### src/rtl/screen_select_judge.sv
// screen_select_judge: consumer side of the four-screen generator handshake.
// Requests screens, snapshots them on Screen_Done, judges the player's one-hot
// selection against the main screen, and tracks rounds, strikes and a timeout.
module screen_select_judge #(
  parameter int ROUNDS       = 4,
  parameter int MAX_STRIKES  = 3,
  parameter int ROUND_CYCLES = 1000,
  parameter int TMR_W        = 16
) (
  input  logic       CLK,
  input  logic       RST,
  input  logic       Start,
  input  logic [3:0] Sel_Btn,
  input  logic       Screen_Done,
  input  logic [1:0] First_Screen,
  input  logic [1:0] Second_Screen,
  input  logic [1:0] Third_Screen,
  input  logic [1:0] Fourth_Screen,
  input  logic [1:0] Main_Screen,
  output logic       New_Screens,
  output logic       Correct,
  output logic       Strike,
  output logic [3:0] Round,
  output logic [1:0] Strikes,
  output logic       Gen_Err,
  output logic       Busy,
  output logic       Win,
  output logic       Lose
);

  localparam logic [3:0]       ROUNDS_V   = 4'(ROUNDS);
  localparam logic [1:0]       STRIKES_V  = 2'(MAX_STRIKES);
  localparam logic [TMR_W-1:0] TIMER_LAST = TMR_W'(ROUND_CYCLES - 1);

  typedef enum logic [2:0] {
    IDLE,
    REQ,
    WAIT_GEN,
    LATCH,
    ARMED,
    WIN,
    LOSE
  } state_t;

  state_t           state;
  state_t           state_next;
  logic             done_prev;
  logic [1:0]       snap [4];
  logic [1:0]       snap_main;
  logic [TMR_W-1:0] timer;

  logic       done_rise;
  logic       valid_press;
  logic [1:0] sel_val;
  logic       match;
  logic       timeout;
  logic       dup;
  logic [3:0] round_inc;
  logic [1:0] strikes_inc;

  logic game_clear;
  logic req_pulse;
  logic latch_en;
  logic gen_err_set;
  logic timer_clr;
  logic timer_inc;
  logic correct_ev;
  logic strike_ev;
  logic win_set;
  logic lose_set;

  // Decode helpers: edge detect, press validity, selected screen and limits.
  always_comb begin
    done_rise   = Screen_Done && !done_prev;
    valid_press = (Sel_Btn != 4'b0000) && ((Sel_Btn & (Sel_Btn - 4'd1)) == 4'b0000);
    case (Sel_Btn)
      4'b0010: sel_val = snap[1];
      4'b0100: sel_val = snap[2];
      4'b1000: sel_val = snap[3];
      default: sel_val = snap[0];
    endcase
    match       = (sel_val == snap_main);
    timeout     = (timer == TIMER_LAST);
    dup         = (First_Screen  == Second_Screen) || (First_Screen  == Third_Screen) ||
                  (First_Screen  == Fourth_Screen) || (Second_Screen == Third_Screen) ||
                  (Second_Screen == Fourth_Screen) || (Third_Screen  == Fourth_Screen);
    round_inc   = Round + 4'd1;
    strikes_inc = Strikes + 2'd1;
  end

  // Next-state logic and the per-cycle event strobes that drive the datapath.
  always_comb begin
    state_next  = state;
    game_clear  = 1'b0;
    req_pulse   = 1'b0;
    latch_en    = 1'b0;
    gen_err_set = 1'b0;
    timer_clr   = 1'b0;
    timer_inc   = 1'b0;
    correct_ev  = 1'b0;
    strike_ev   = 1'b0;
    win_set     = 1'b0;
    lose_set    = 1'b0;
    case (state)
      IDLE, WIN, LOSE: begin
        if (Start) begin
          state_next = REQ;
          game_clear = 1'b1;
        end
      end
      REQ: begin
        req_pulse  = 1'b1;
        state_next = WAIT_GEN;
      end
      WAIT_GEN: begin
        if (done_rise) state_next = LATCH;
      end
      LATCH: begin
        latch_en = 1'b1;
        if (dup) begin
          gen_err_set = 1'b1;
          state_next  = REQ;
        end else begin
          timer_clr  = 1'b1;
          state_next = ARMED;
        end
      end
      ARMED: begin
        if (valid_press) begin
          if (match) begin
            correct_ev = 1'b1;
            if (round_inc == ROUNDS_V) begin
              win_set    = 1'b1;
              state_next = WIN;
            end else begin
              state_next = REQ;
            end
          end else begin
            strike_ev = 1'b1;
            if (strikes_inc == STRIKES_V) begin
              lose_set   = 1'b1;
              state_next = LOSE;
            end else begin
              timer_clr = 1'b1;
            end
          end
        end else if (timeout) begin
          strike_ev = 1'b1;
          if (strikes_inc == STRIKES_V) begin
            lose_set   = 1'b1;
            state_next = LOSE;
          end else begin
            state_next = REQ;
          end
        end else begin
          timer_inc = 1'b1;
        end
      end
      default: state_next = IDLE;
    endcase
  end

  // State register.
  always_ff @(posedge CLK or negedge RST) begin
    if (!RST) state <= IDLE;
    else      state <= state_next;
  end

  // Datapath: snapshot, timer, counters, sticky flags and registered pulses.
  always_ff @(posedge CLK or negedge RST) begin
    if (!RST) begin
      done_prev   <= 1'b0;
      for (int i = 0; i < 4; i++) snap[i] <= 2'd0;
      snap_main   <= 2'd0;
      timer       <= '0;
      New_Screens <= 1'b0;
      Correct     <= 1'b0;
      Strike      <= 1'b0;
      Round       <= 4'd0;
      Strikes     <= 2'd0;
      Gen_Err     <= 1'b0;
      Win         <= 1'b0;
      Lose        <= 1'b0;
    end else begin
      done_prev   <= Screen_Done;
      New_Screens <= req_pulse;
      Correct     <= correct_ev;
      Strike      <= strike_ev;
      if (latch_en) begin
        snap[0]   <= First_Screen;
        snap[1]   <= Second_Screen;
        snap[2]   <= Third_Screen;
        snap[3]   <= Fourth_Screen;
        snap_main <= Main_Screen;
      end
      if (timer_clr)      timer <= '0;
      else if (timer_inc) timer <= timer + 1'b1;
      if (game_clear) begin
        Round   <= 4'd0;
        Strikes <= 2'd0;
        Gen_Err <= 1'b0;
        Win     <= 1'b0;
        Lose    <= 1'b0;
      end
      if (correct_ev && (Round < ROUNDS_V))   Round   <= round_inc;
      if (strike_ev && (Strikes < STRIKES_V)) Strikes <= strikes_inc;
      if (gen_err_set) Gen_Err <= 1'b1;
      if (win_set)     Win     <= 1'b1;
      if (lose_set)    Lose    <= 1'b1;
    end
  end

  // Busy covers every in-game state.
  always_comb begin
    Busy = !((state == IDLE) || (state == WIN) || (state == LOSE));
  end

endmodule

### config.mk
export PLATFORM = sky130hd
export DESIGN_NAME = screen_select_judge
export DESIGN_NICKNAME = d
export VERILOG_FILES = /design/src/rtl/screen_select_judge.sv
export SDC_FILE = /design/constraint.sdc
export NUM_CORES = 1
export LEC_CHECK = 0
export CAP_MARGIN = 5
export CORE_MARGIN = 2
export CORE_UTILIZATION = 46
export CTS_CLUSTER_DIAMETER = 80
export CTS_CLUSTER_SIZE = 20
export DETAILED_ROUTE_END_ITERATION = 6
export PLACE_DENSITY = 0.71
export SLEW_MARGIN = 5
export SYNTH_ARGS = -nofsm -noshare
export SYNTH_HDL_FRONTEND = slang
export SYNTH_SLANG_ARGS = --single-unit
### constraint.sdc
create_clock -name CLK -period 2.1 [get_ports CLK]
set_input_delay 0.42 -clock CLK [delete_from_list [all_inputs] [get_ports CLK]]
set_output_delay 0.42 -clock CLK [all_outputs]
set_load 0.01 [all_outputs]
==> metrics.txt <==
# TYPE chip_impl_metric gauge
chip_impl_info{name="clockRootBuffer",value="clkbuf_8"} 1
chip_impl_metric{name="routed_wl",unit="microns"} 4804
chip_impl_metric{name="antenna_cells_inserted",unit=""} 0
chip_impl_metric{name="initial_core_util",unit=""} 0.4710
chip_impl_metric{name="grtUsageTotal",unit=""} 0.1879
chip_impl_metric{name="synthesis.area",unit="sq um"} 2375
chip_impl_metric{name="number_of_warnings_issued_by_yosys",unit=""} 0
chip_impl_metric{name="edff_count_synth",unit=""} 0
chip_impl_metric{name="cts.path.max_buffers",unit=""} 2
chip_impl_metric{name="die_w",unit="microns"} 75.85
chip_impl_metric{name="average_detailed_routed_wire_length_per_instance",unit="microns"} 13.20
chip_impl_metric{name="num_vias",unit=""} 1882
chip_impl_metric{name="final.setup_skew",unit="ps"} 5.252
chip_impl_metric{name="cts.reportedPaths.clkPinSlew",unit="ps"} 80
chip_impl_metric{name="hpwl",unit="microns"} 3618
chip_impl_metric{name="coreArea",unit="sq um"} 5042
chip_impl_info{name="outcome",value="finished, final reports clean"} 1
chip_impl_info{name="worst_path_max_delay_cell",value="or4_4"} 1
chip_impl_metric{name="static-leakage-power",unit="nW"} 1.371
chip_impl_metric{name="clock_sinks",unit=""} 42
chip_impl_metric{name="postLayoutCellArea",unit="sq um"} 3176
chip_impl_info{name="min-delay-path-class",value="input port to asynchronous set/reset pin"} 1
chip_impl_metric{name="slew_viol_final",unit=""} 0
chip_impl_metric{name="fmax",unit="MHz"} 481.7
chip_impl_info{name="worst_r2r_startpoint",value="snap[5]"} 1
chip_impl_info{name="criticalPathCategory",value="input port to register"} 1
chip_impl_metric{name="netlist_instances",unit=""} 226
chip_impl_metric{name="dr.pass1.iters",unit=""} 4
chip_impl_metric{name="final_period_minus_worst_setup_slack",unit="ps"} 2076
chip_impl_metric{name="critical_path_arrival",unit="ps"} 2260
chip_impl_metric{name="timing.final.crit_share",unit=""} 0.9886
chip_impl_info{name="synthTopCellsByCount",value="dfrtp_1 (42), nor2_1 (22), xor2_1 (15)"} 1
chip_impl_metric{name="cp_max_fo",unit=""} 7
chip_impl_metric{name="dp_slack",unit="ps"} -820.2
chip_impl_metric{name="timing.max_slew.rel_slack",unit=""} 0.6470
chip_impl_info{name="reg2reg_to",value="state[1]"} 1
chip_impl_metric{name="finish.net_count",unit=""} 315
chip_impl_info{name="worstSetupStartpointType",value="input port"} 1
chip_impl_metric{name="synth_top_area_frac",unit=""} 0.4426
chip_impl_metric{name="drt_iter0_markers",unit=""} 79
chip_impl_metric{name="slowest_delay",unit="ps"} 500
chip_impl_metric{name="grt_start_max_net_pins",unit=""} 43
chip_impl_metric{name="pwr_cell_area",unit="nW/um^2"} 942.5
chip_impl_metric{name="final_critical_path_setup_slack",unit="ps"} 23.84
chip_impl_metric{name="globalRoute.totalOverflow",unit=""} 0
chip_impl_metric{name="top_level_ports",unit=""} 31
chip_impl_metric{name="critical_path_buf_inv_count",unit=""} 1
chip_impl_metric{name="synth-async-reset-ratio",unit=""} 1.000
chip_impl_metric{name="gp_routability_congestion",unit=""} 0.8415
chip_impl_info{name="synth_top_cells_by_area",value="dfrtp_1 (44%), xor2_1 (5.5%), mux2_2 (4.7%)"} 1
chip_impl_info{name="tritoncts",value="yes"} 1
chip_impl_metric{name="number_of_global_route_vias_before_repair",unit=""} 1918
chip_impl_metric{name="r2r_setup_slack",unit="ps"} 80
chip_impl_metric{name="syn_to_final_growth",unit="%"} 33.72
chip_impl_info{name="crit_chain",value="buf_8 > nor4b_4 > a211oi_2 > or4_4 > a22oi_4 > a21oi_2 > o21a_1 > o221a_1"} 1
chip_impl_metric{name="routed_via_density",unit=""} 5.170
chip_impl_metric{name="cts_buffers",unit=""} 5
chip_impl_metric{name="finalHoldViolations",unit=""} 0
chip_impl_metric{name="worst_slew_pin_slew",unit="ps"} 529.6
chip_impl_metric{name="fp.dieH",unit="microns"} 75.85
chip_impl_metric{name="setup_viol_count_final",unit=""} 0
chip_impl_metric{name="max_cap_violations",unit=""} 0
chip_impl_metric{name="yosys.cell_types.count",unit=""} 61
chip_impl_metric{name="postCtsHoldBufs",unit=""} 0
chip_impl_metric{name="synth_seq_cells",unit=""} 42
chip_impl_info{name="family_with_the_most_delay_on_the_worst_path",value="compound AO/OA/AOI/OAI gates"} 1
chip_impl_info{name="rsz0062_at_grt",value="yes"} 1
chip_impl_metric{name="core.rowCount",unit=""} 26
chip_impl_metric{name="detail_route.drc_violations",unit=""} 0
chip_impl_metric{name="reg2reg_depth",unit=""} 6
chip_impl_metric{name="grt_antenna_before_repair",unit=""} 0
chip_impl_metric{name="grt_first_pass_wirelength",unit="microns"} 8162
chip_impl_metric{name="post_cts_buffers",unit=""} 0
chip_impl_metric{name="synthesis.nets",unit=""} 248
chip_impl_metric{name="vdd_drop_max",unit="uV"} 699.0
chip_impl_metric{name="detail-route-antenna-nets",unit=""} 0
chip_impl_info{name="synth_most_common_cell",value="dfrtp_1"} 1
chip_impl_metric{name="required",unit="ps"} 2280
chip_impl_metric{name="detailed_place.area",unit="sq um"} 3028
chip_impl_metric{name="finalCoreUtilization",unit=""} 0.6298
chip_impl_metric{name="avgSynthCellArea",unit="sq um"} 10.51
chip_impl_metric{name="fp.dieArea",unit="sq um"} 5753
chip_impl_metric{name="worstSkewPairLatency",unit="ps"} 290
chip_impl_metric{name="ys_seq_area_frac",unit=""} 0.4426
chip_impl_info{name="synth_area_leader_cell",value="dfrtp_1"} 1
chip_impl_info{name="yosys_most_used_dff",value="dfrtp_1"} 1
chip_impl_info{name="crit_path_end_kind",value="register"} 1
chip_impl_metric{name="buffer_ports.inserted",unit=""} 30
chip_impl_metric{name="post_route_cells_drive_above_1_share",unit=""} 0.3027
chip_impl_info{name="crit_path_start",value="Sel_Btn[0]"} 1
chip_impl_metric{name="htree_levels",unit=""} 2
==> registers in the layout, indices dropped and copies added, names as in the netlist <==
register,cells
New_Screens,1
Lose,1
Correct,1
Round,4
state,3
done_prev,1
timer,16
snap_main,2
Win,1
Gen_Err,1
Strikes,2
snap,8
Strike,1
==> power by group <==
part / total [mW] / internal, mW / switching, mW
clock: 0.539 / 0.264 / 0.274
sequential: 1.13 / 1.00 / 0.128
combinational: 1.32 / 0.721 / 0.603
total: 2.99 / 1.99 / 1.01
==> how the worst max path moves through the flow <==
| stage | end | slack [ps] | cells past startpoint |
|---|---|---|---|
| 2_1_floorplan | state[1] | -200 | 8 |
| 3_3_place_gp | state[1] | -750 | 8 |
| 3_5_place_dp | state[1] | -820 | 8 |
| 4_1_cts | state[1] | -8 | 8 |
| 5_1_grt | state[1] | -40 | 8 |
| 6_report | state[1] | 20 | 8 |
==> per-stage QoR <==
| step | total power, mW | TNS (ps) | hold slack, ps | cells |
|---|---|---|---|---|
| 6_report | 2.993 | 0 | 177.3 | 364 |
| 5_1_grt | 3.227 | -110.5 | 213.5 | 364 |
| 4_1_cts | 3.008 | -8.243 | 202.2 | 364 |
| 3_5_place_dp | 2.462 | -21000 | 488.0 | 356 |
| 3_3_place_gp | 2.438 | -19220 | 480.4 | 356 |
| 2_1_floorplan | 1.966 | -2145 | 124.4 | 226 |
==> per-layer routing <==
layer | GRT usage | routed length (microns) | vias to the layer above
met4 | 0.08382 | 74 | 0
met1 | 0.2311 | 2132 | 881
li1 | - | - | 956
met2 | 0.3218 | 2454 | 36
met5 | 0 | 0 | -
met3 | 0.03175 | 143 | 9
==> timing repair <==
action,4_1_cts,5_1_grt
setup endpoints to repair,29,24
pin swaps,5,3
gates resized for setup,25,14
==> layout by cell type, fill, tap and decap left out, drive strengths merged, types with 2 or more instances in the layout <==
cell type,n
clkbuf,6
a31oi,2
clkdlybuf4s50,24
mux2i,2
or4,3
nor2b,2
a211oi,3
o21a,2
a22oi,2
o31ai,2
nor2,22
a21oi,5
and4b,2
inv,7
nand2,11
dfrtp,42
nand3,8
and4,2
mux2,10
nand4,8
and3,6
nor3,8
buf,43
o21ai,6
o22ai,2
xor2,16
ha,4
nor4b,2
and2,2
a32o,3
nor3b,2
nand3b,4
xnor2,12
==> final cells by class <==
type,count,area (sq um)
multi-input cells,169,1315
well taps,70,87.58
flip-flops and latches,42,1052
repair buffers,68,599.3
fillers,432,1867
clock inverters,2,12.51
clock buffers,6,82.58
inverters,7,26.28
==> cells by family (layout without fill, tap and decap cells) <==
| family | count (synthesis) | in the layout | share of synthesized area |
|---|---|---|---|
| buf+inv | 15 | 83 | 0.02951 |
| fa+ha+maj | 4 | 4 | 0.02108 |
| flops | 42 | 42 | 0.4426 |
| compound gates | 38 | 38 | 0.1291 |
| simple gates | 87 | 87 | 0.2155 |
| mux | 12 | 12 | 0.05585 |
| xor+xnor | 28 | 28 | 0.1064 |
Power figures use the tool's default switching activity.
